[src/rtl/cnn_pkg.sv]
// Constants and loader state type shared by image_loader, simpleCNN and their benches.
// A frame is 25 row-major 8-bit pixels packed with pixel k at bits [8k+7:8k].
package cnn_pkg;

  localparam int PIX_W = 8;
  localparam int N_PIX = 25;
  localparam int IMG_W = PIX_W * N_PIX;
  localparam int CNT_W = $clog2(N_PIX);

  typedef enum logic [1:0] {
    LOAD = 2'd0,
    HOLD = 2'd1,
    DROP = 2'd2
  } loader_state_e;

endpackage

[src/rtl/pix_shadow_buf.sv]
// 25x8 pixel register file that collects the frame being loaded.
// One write port addressed by the pixel slot, whole frame readable as a flat vector.
module pix_shadow_buf
  import cnn_pkg::*;
(
  input  logic             clk,
  input  logic             rst_n,
  input  logic             wr_en,
  input  logic [CNT_W-1:0] wr_addr,
  input  logic [PIX_W-1:0] wr_data,
  output logic [IMG_W-1:0] rd_flat
);

  logic [PIX_W-1:0] mem_q [N_PIX];
  logic [PIX_W-1:0] mem_d [N_PIX];

  // Address compare per slot keeps out-of-range counts from writing anything.
  always_comb begin
    for (int i = 0; i < N_PIX; i++) begin
      mem_d[i] = mem_q[i];
      if (wr_en && (wr_addr == CNT_W'(i))) begin
        mem_d[i] = wr_data;
      end
    end
  end

  always_ff @(posedge clk or negedge rst_n) begin
    if (!rst_n) begin
      for (int i = 0; i < N_PIX; i++) begin
        mem_q[i] <= '0;
      end
    end else begin
      for (int i = 0; i < N_PIX; i++) begin
        mem_q[i] <= mem_d[i];
      end
    end
  end

  for (genvar g = 0; g < N_PIX; g++) begin : g_flat
    assign rd_flat[g*PIX_W +: PIX_W] = mem_q[g];
  end

endmodule

[src/rtl/image_loader.sv]
// Assembles a 25-pixel stream into one IMGIN frame and launches simpleCNN with START.
// A shadow buffer lets the next frame load while IMGIN stays frozen for the running CNN.
module image_loader
  import cnn_pkg::*;
(
  input  logic             CLK,
  input  logic             nRST,
  input  logic [PIX_W-1:0] PIX_IN,
  input  logic             PIX_VALID,
  input  logic             PIX_LAST,
  output logic             PIX_READY,
  output logic [IMG_W-1:0] IMGIN,
  output logic             START,
  input  logic             DONE,
  output logic             CNN_BUSY,
  output logic             ERR
);

  loader_state_e    state_q, state_d;
  logic [CNT_W-1:0] cnt_q, cnt_d;
  logic [IMG_W-1:0] imgin_q, imgin_d;
  logic             start_q, start_d;
  logic             busy_q, busy_d;
  logic             err_q, err_d;

  logic             beat;
  logic             at_end;
  logic             shadow_we;
  logic [IMG_W-1:0] shadow_flat;

  pix_shadow_buf u_shadow (
    .clk     (CLK),
    .rst_n   (nRST),
    .wr_en   (shadow_we),
    .wr_addr (cnt_q),
    .wr_data (PIX_IN),
    .rd_flat (shadow_flat)
  );

  // Ready depends on state only, so upstream never sees a VALID->READY loop.
  assign PIX_READY = (state_q != HOLD);
  assign beat      = PIX_VALID && PIX_READY;
  assign at_end    = (cnt_q == CNT_W'(N_PIX - 1));

  always_comb begin
    state_d   = state_q;
    cnt_d     = cnt_q;
    imgin_d   = imgin_q;
    start_d   = 1'b0;
    err_d     = 1'b0;
    shadow_we = 1'b0;
    // START wins over DONE so a same-cycle pair keeps the CNN marked busy.
    busy_d    = start_q ? 1'b1 : (DONE ? 1'b0 : busy_q);

    case (state_q)
      LOAD: begin
        if (beat) begin
          shadow_we = 1'b1;
          if (at_end && PIX_LAST) begin
            state_d = HOLD;
            cnt_d   = '0;
          end else if (PIX_LAST) begin
            err_d = 1'b1;
            cnt_d = '0;
          end else if (at_end) begin
            err_d   = 1'b1;
            cnt_d   = '0;
            state_d = DROP;
          end else begin
            cnt_d = cnt_q + 1'b1;
          end
        end
      end
      HOLD: begin
        if (!busy_q || DONE) begin
          imgin_d = shadow_flat;
          start_d = 1'b1;
          state_d = LOAD;
        end
      end
      DROP: begin
        if (beat && PIX_LAST) begin
          state_d = LOAD;
          cnt_d   = '0;
        end
      end
      default: begin
        state_d = LOAD;
        cnt_d   = '0;
      end
    endcase
  end

  always_ff @(posedge CLK or negedge nRST) begin
    if (!nRST) begin
      state_q <= LOAD;
      cnt_q   <= '0;
      imgin_q <= '0;
      start_q <= 1'b0;
      busy_q  <= 1'b0;
      err_q   <= 1'b0;
    end else begin
      state_q <= state_d;
      cnt_q   <= cnt_d;
      imgin_q <= imgin_d;
      start_q <= start_d;
      busy_q  <= busy_d;
      err_q   <= err_d;
    end
  end

  assign IMGIN    = imgin_q;
  assign START    = start_q;
  assign CNN_BUSY = busy_q;
  assign ERR      = err_q;

endmodule
[config.mk]
export PLATFORM = sky130hd
export DESIGN_NAME = image_loader
export DESIGN_NICKNAME = d
export VERILOG_FILES = /design/src/rtl/cnn_pkg.sv /design/src/rtl/pix_shadow_buf.sv /design/src/rtl/image_loader.sv
export SDC_FILE = /design/constraint.sdc
export NUM_CORES = 1
export LEC_CHECK = 0
export CAP_MARGIN = 40
export CORE_ASPECT_RATIO = 2
export CORE_MARGIN = 5
export CORE_UTILIZATION = 40
export DETAILED_ROUTE_END_ITERATION = 10
export SYNTH_ARGS = -nofsm -noshare
export SYNTH_HDL_FRONTEND = slang
export SYNTH_SLANG_ARGS = --single-unit
[constraint.sdc]
create_clock -name CLK -period 2.97 [get_ports CLK]
set_clock_uncertainty 0.1 [all_clocks]
set_input_delay 0.594 -clock CLK [delete_from_list [all_inputs] [get_ports CLK]]
set_output_delay 0.594 -clock CLK [all_outputs]
set_load 0.005 [all_outputs]
==> flow_metrics.tcl, run 1 <==
set metrics [dict create \
    worst_setup_path_end_kind "primary output" \
    insertion_delay_ns 0.55 \
    root_buffer "clkbuf_16" \
    rsz0062_at_grt "no" \
    reg2reg_depth 8 \
    grt_first_pass_wirelength_mm 59.4 \
    crit_type "register to primary output" \
    synth.most_common_cell "dfrtp_1" \
    finalSetupTns_ns 0 \
    cp-start-kind "register" \
    wl_per_cell_um 21.8 \
    grtUsageTotal_pct 17.8 \
    yosysSeqAreaShare_pct 65.5 \
    via_per_inst 4.97 \
    cp_max_fo 9 \
    syn2layout_area_growth_pct 27.1 \
    grt_pass1_vias 9463 \
    finalSetupViolCount 0 \
    antenna_found_initial 1 \
    yosys-top-cells-count "dfrtp_1 (410), mux2_2 (399), buf_2 (32)" \
    num_vias 8594 \
    cts.sinks 410 \
    cts_buffers 37 \
    routabilityCongestion 0.764 \
    synth_top_area_cell "dfrtp_1" \
    finalCritPeriodShare_pct 87.0 \
    postCtsSetupRepairBufs 0 \
    synth_edf_count 0 \
    netlist_instances 946 \
    wl_mm 37.8 \
    run_status "complete, no violations" \
    post-place-ws_ns 0.202 \
    grt_max_degree 85 \
    n_fill_cell 3404 \
    io_buffers 216 \
    maxCapViolCount 0 \
    yosys_warnings 0 \
    clkTransAtPathRegs_ns 0.07 \
    yosys-top-cells-area "dfrtp_1 (66%), mux2_2 (29%), buf_2 (1.0%), nand3_2 (0.64%), ha_1 (0.56%)" \
    p_per_area_nw_per_um2 625 \
    die_area_um2 43400 \
    netlist-cell-type-count 39 \
    tightestPinTransition_ns 0.812 \
    ant_nets 0 \
    ys.flop_type "dfrtp_1" \
    rows 102 \
    clockBufferDepth 3 \
    hold_path.class "input pin to register" \
    finalHoldViolCount 0 \
    slew_headroom_pct 45.8 \
    cp.required_ns 2.28 \
    drc 0 \
    start_util_pct 40.4 \
    ctsHoldBuffers 1 \
    period_needed_ns 2.58 \
    die_width_um 150 \
    antenna_cells 0 \
    cts_max_level 2 \
    hpwl_mm 25.2 \
    drt_iter0_drc 229 \
    fmax_mhz 387 \
    drv_slew 0 \
    syn_avg_cell_area_um2 16.6 \
    io_pins 217 \
    grt-ovfl-total 0 \
    syn-num-nets 966 \
    cts_tree "built" \
    drt_pass1_iterations 4 \
    worst_slack_ns 0.386 \
    netlist.area_leader.share_pct 65.5 \
    total_leakage_power_nw 9.50 \
    drive_above_1_share_pct 43.6 \
    synth_area_um2 15700 \
    die_h_um 290 \
    core_um2 38800 \
    cts_resized 0 \
    peakVddDrop_mv 0.536 \
    ys_async_sr_fraction_pct 100 \
    fin_nets 1202 \
    synth_seq_cells 410 \
    arrival_ns 1.89 \
    hold_depth 2 \
]
-- kinds of logic (layout without fill, tap and decap cells) --
group / Yosys count / count (layout) / synth area share, %
AO/OA/AOI/OAI: 14 / 14 / 0.591
flip-flops: 410 / 410 / 65.5
AND/OR/NAND/NOR: 53 / 53 / 2.72
buffers and inverters: 61 / 325 / 1.79
multiplexers: 401 / 401 / 28.8
adder cells (fa/ha/maj): 7 / 7 / 0.559
-- power breakdown --
group | internal, mW | switching, mW
logic | 0.475 | 0.419
clock network | 3.09 | 2.10
registers | 6.11 | 0.253
total | 9.67 | 2.77
-- layout make-up --
class,instances,area [um^2],area share (%)
tap,520,651,3.27
sequential,410,10300,51.5
clock buffer,52,1120,5.65
timing repair buffer,252,2520,12.6
clock inverter,15,204,1.02
multi-input combinational,475,5130,25.8
inverter,6,22.5,0.113
-- critical path: stages (launching register included) --
cell and delay (ns):
dfrtp_1 0.50, nand2b_1 0.25, clkdlybuf4s50_1 0.59
-- cell usage in the layout (no fill, tap or decap), drive strengths merged, types with 6 or more instances in the layout --
master         count
dfrtp            410
mux2             400
clkdlybuf4s50    208
clkbuf            52
buf               43
nand3             14
clkinv             9
nor2b              7
ha                 7
inv                7
and4               6
-- worst paths after layout --
check | start | endpoint | slack [ns]
setup / recovery | state_q[1] | PIX_READY | 0.39
hold / removal | PIX_IN[5] | u_shadow.rd_flat[53] | 0.29
setup reg to reg | cnt_q[0] | cnt_q[3] | 0.41
hold reg to reg | u_shadow.rd_flat[66] | IMGIN[66] | 0.39
max in group asynchronous | nRST | u_shadow.rd_flat[13] | 1.39
min in group asynchronous | nRST | u_shadow.rd_flat[55] | 0.51
-- registers in the layout, summed over array words and instances, names as in the netlist --
register / flops
u_shadow.rd_flat: 200
ERR: 1
IMGIN: 200
CNN_BUSY: 1
state_q: 2
START: 1
cnt_q: 5
-- per-layer routing --
| metal | vias up | wire length (um) | global-route usage [%] |
|---|---|---|---|
| li1 | 3815 | - | - |
| met1 | 4531 | 14300 | 20.9 |
| met2 | 194 | 20700 | 32.3 |
| met3 | 52 | 1810 | 3.61 |
| met4 | 2 | 991 | 5.21 |
| met5 | - | 13 | 0 |
-- metrics by stage --
stage	area, um^2	cells	util (%)	power, mW	hold slack (ns)
floorplan	15700	946	-	6.97	0.198
global placement	18600	1661	47.8	7.32	0.369
detailed placement	18600	1662	47.9	7.39	0.384
CTS	19900	1730	51.3	12.6	0.280
global route	19900	1730	51.3	13.0	0.302
finish	19900	1730	51.3	12.4	0.292
Note: power is estimated with default switching activity, not from simulation.
==> inputs of run 2 (changes only) <==
--- a/config.mk
+++ b/config.mk
@@ -9,7 +9,9 @@
 export CORE_ASPECT_RATIO = 2
 export CORE_MARGIN = 5
 export CORE_UTILIZATION = 40
+export CTS_CLUSTER_SIZE = 30
 export DETAILED_ROUTE_END_ITERATION = 10
+export SETUP_SLACK_MARGIN = 0.5
 export SYNTH_ARGS = -nofsm -noshare
 export SYNTH_HDL_FRONTEND = slang
 export SYNTH_SLANG_ARGS = --single-unit
==> run 2 against run 1 <==
Against the previous run:
- wire length about the same
- critical endpoint is now cnt_q[3]
- critical path type is now register to register
- final cell count increased by 0.17%
- clock-buffer cell count unchanged
- flip-flop and latch count unchanged
- global-route usage about the same
- critical path depth increased by 6
- non-clock buffer count increased by 3
- worst setup slack improved by 0.16 ns
==> flow_metrics.tcl, run 2 (synthesis gave the netlist of run 1 again) <==
set metrics [dict create \
    finalHoldViolCount 0 \
    rows 102 \
    grt_pass1_vias 9489 \
    io_pins 217 \
    root_buffer "clkbuf_16" \
    cts_tree "built" \
    worst_path_largest_cell_delay_ns 0.48 \
    die_width_um 150 \
    cp.required_ns 3.30 \
    n_fill_cell 3401 \
    die_h_um 290 \
    slew_headroom_pct 46.2 \
    num_vias 8609 \
    crit_type "register to register" \
    die_area_um2 43400 \
    syn2layout_area_growth_pct 27.4 \
    period_needed_ns 2.43 \
    worst_setup_path_end_kind "register" \
    drc 0 \
    cts_max_level 2 \
    antenna_cells 0 \
    tightestPinTransition_ns 0.808 \
    drt_pass1_iterations 4 \
    cp-start-kind "register" \
    start_util_pct 40.4 \
    slowest_stage "or3b_2" \
    peakVddDrop_mv 0.536 \
    crit_chain "inv_1 -> ha_1 -> nand4b_1 -> inv_1 -> ha_1 -> nor4_2 -> or3b_2 -> o211ai_1" \
    reg2reg_depth 8 \
    finalSetupViolCount 0 \
    insertion_delay_ns 0.55 \
    path_buf_inv 2 \
    post-place-ws_ns 0.202 \
    fmax_mhz 412 \
    grtUsageTotal_pct 17.8 \
    hold_path.class "input pin to register" \
    drive_above_1_share_pct 44.2 \
    clockBufferDepth 3 \
    worst_slack_ns 0.541 \
    core_um2 38800 \
    total_leakage_power_nw 9.52 \
    wl_per_cell_um 21.8 \
    drv_slew 0 \
    drt_iter0_drc 226 \
    cts_buffers 37 \
    critPathTopFamily "simple AND/OR/NAND/NOR gates" \
    rsz0062_at_grt "yes" \
    clkTransAtPathRegs_ns 0.07 \
    cp_max_fo 6 \
    final_common_cell "dfrtp_1" \
    finalCritPeriodShare_pct 81.8 \
    holdWs_ns 0.287 \
    ant_nets 0 \
    grt_max_degree 85 \
    fin_nets 1205 \
    io_buffers 216 \
    grt_first_pass_wirelength_mm 59.5 \
    layout_common_cells "dfrtp_1 (408), mux2_2 (399), clkdlybuf4s50_1 (208)" \
    cp.depth 8 \
    via_per_inst 4.97 \
    maxCapViolCount 0 \
    p_per_area_nw_per_um2 624 \
    hpwl_mm 25.2 \
    arrival_ns 2.76 \
    wl_mm 37.8 \
    antenna_found_initial 1 \
    finalSetupTns_ns 0 \
    run_status "complete, no violations" \
    grt-ovfl-total 0 \
    routabilityCongestion 0.764 \
    cts.sinks 410 \
    hold_depth 2 \
]
[run 2: area by class of cell]
| cell class | count | area [um^2] | area share (%) |
|---|---|---|---|
| clock inverter | 15 | 204 | 1.02 |
| multi-input combinational | 475 | 5150 | 25.8 |
| sequential | 410 | 10300 | 51.4 |
| timing repair buffer | 255 | 2540 | 12.7 |
| clock buffer | 52 | 1120 | 5.64 |
| inverter | 6 | 22.5 | 0.113 |
| tap | 520 | 651 | 3.26 |
[run 2: per-stage QoR]
stage	total power, mW	util, %	instance area, um^2	instances
floorplan	6.97	-	15700	946
global placement	7.32	47.8	18600	1661
detailed placement	7.39	47.9	18600	1662
CTS	12.6	51.4	19900	1731
global route	13.0	51.4	20000	1733
finish	12.4	51.4	20000	1733
[run 2: what timing repair did]
| action | in CTS | in global routing |
|---|---|---|
| hold buffers | 1 | 0 |
| endpoints found under the hold margin | 13 | 0 |
| gates resized for setup | 2 | 4 |
| setup buffers | 1 | 2 |
| pin swaps | 1 | 0 |
| endpoints found under the setup margin | 3 | 24 |
[run 2: worst paths after layout]
kind | from | endpoint | slack, ns
min in group asynchronous | nRST | u_shadow.rd_flat[55] | 0.50
setup / recovery | cnt_q[0] | cnt_q[3] | 0.54
hold / removal | PIX_IN[5] | u_shadow.rd_flat[53] | 0.29
setup reg to reg | cnt_q[0] | cnt_q[3] | 0.54
hold reg to reg | u_shadow.rd_flat[66] | IMGIN[66] | 0.38
max in group asynchronous | nRST | u_shadow.rd_flat[13] | 1.38
[run 2: layer usage]
metal	GRT usage, %	up-vias	routed length (um)
met5	0	-	13
met3	3.61	56	1800
met4	5.16	2	977
li1	-	3823	-
met1	20.9	4542	14300
met2	32.4	186	20700
[run 2: power by group]
| group | internal [mW] | leakage [nW] | switching, mW |
|---|---|---|---|
| registers | 6.11 | 5.58 | 0.251 |
| logic | 0.477 | 3.28 | 0.420 |
| clock network | 3.09 | 0.666 | 2.10 |
| total | 9.68 | 9.52 | 2.77 |
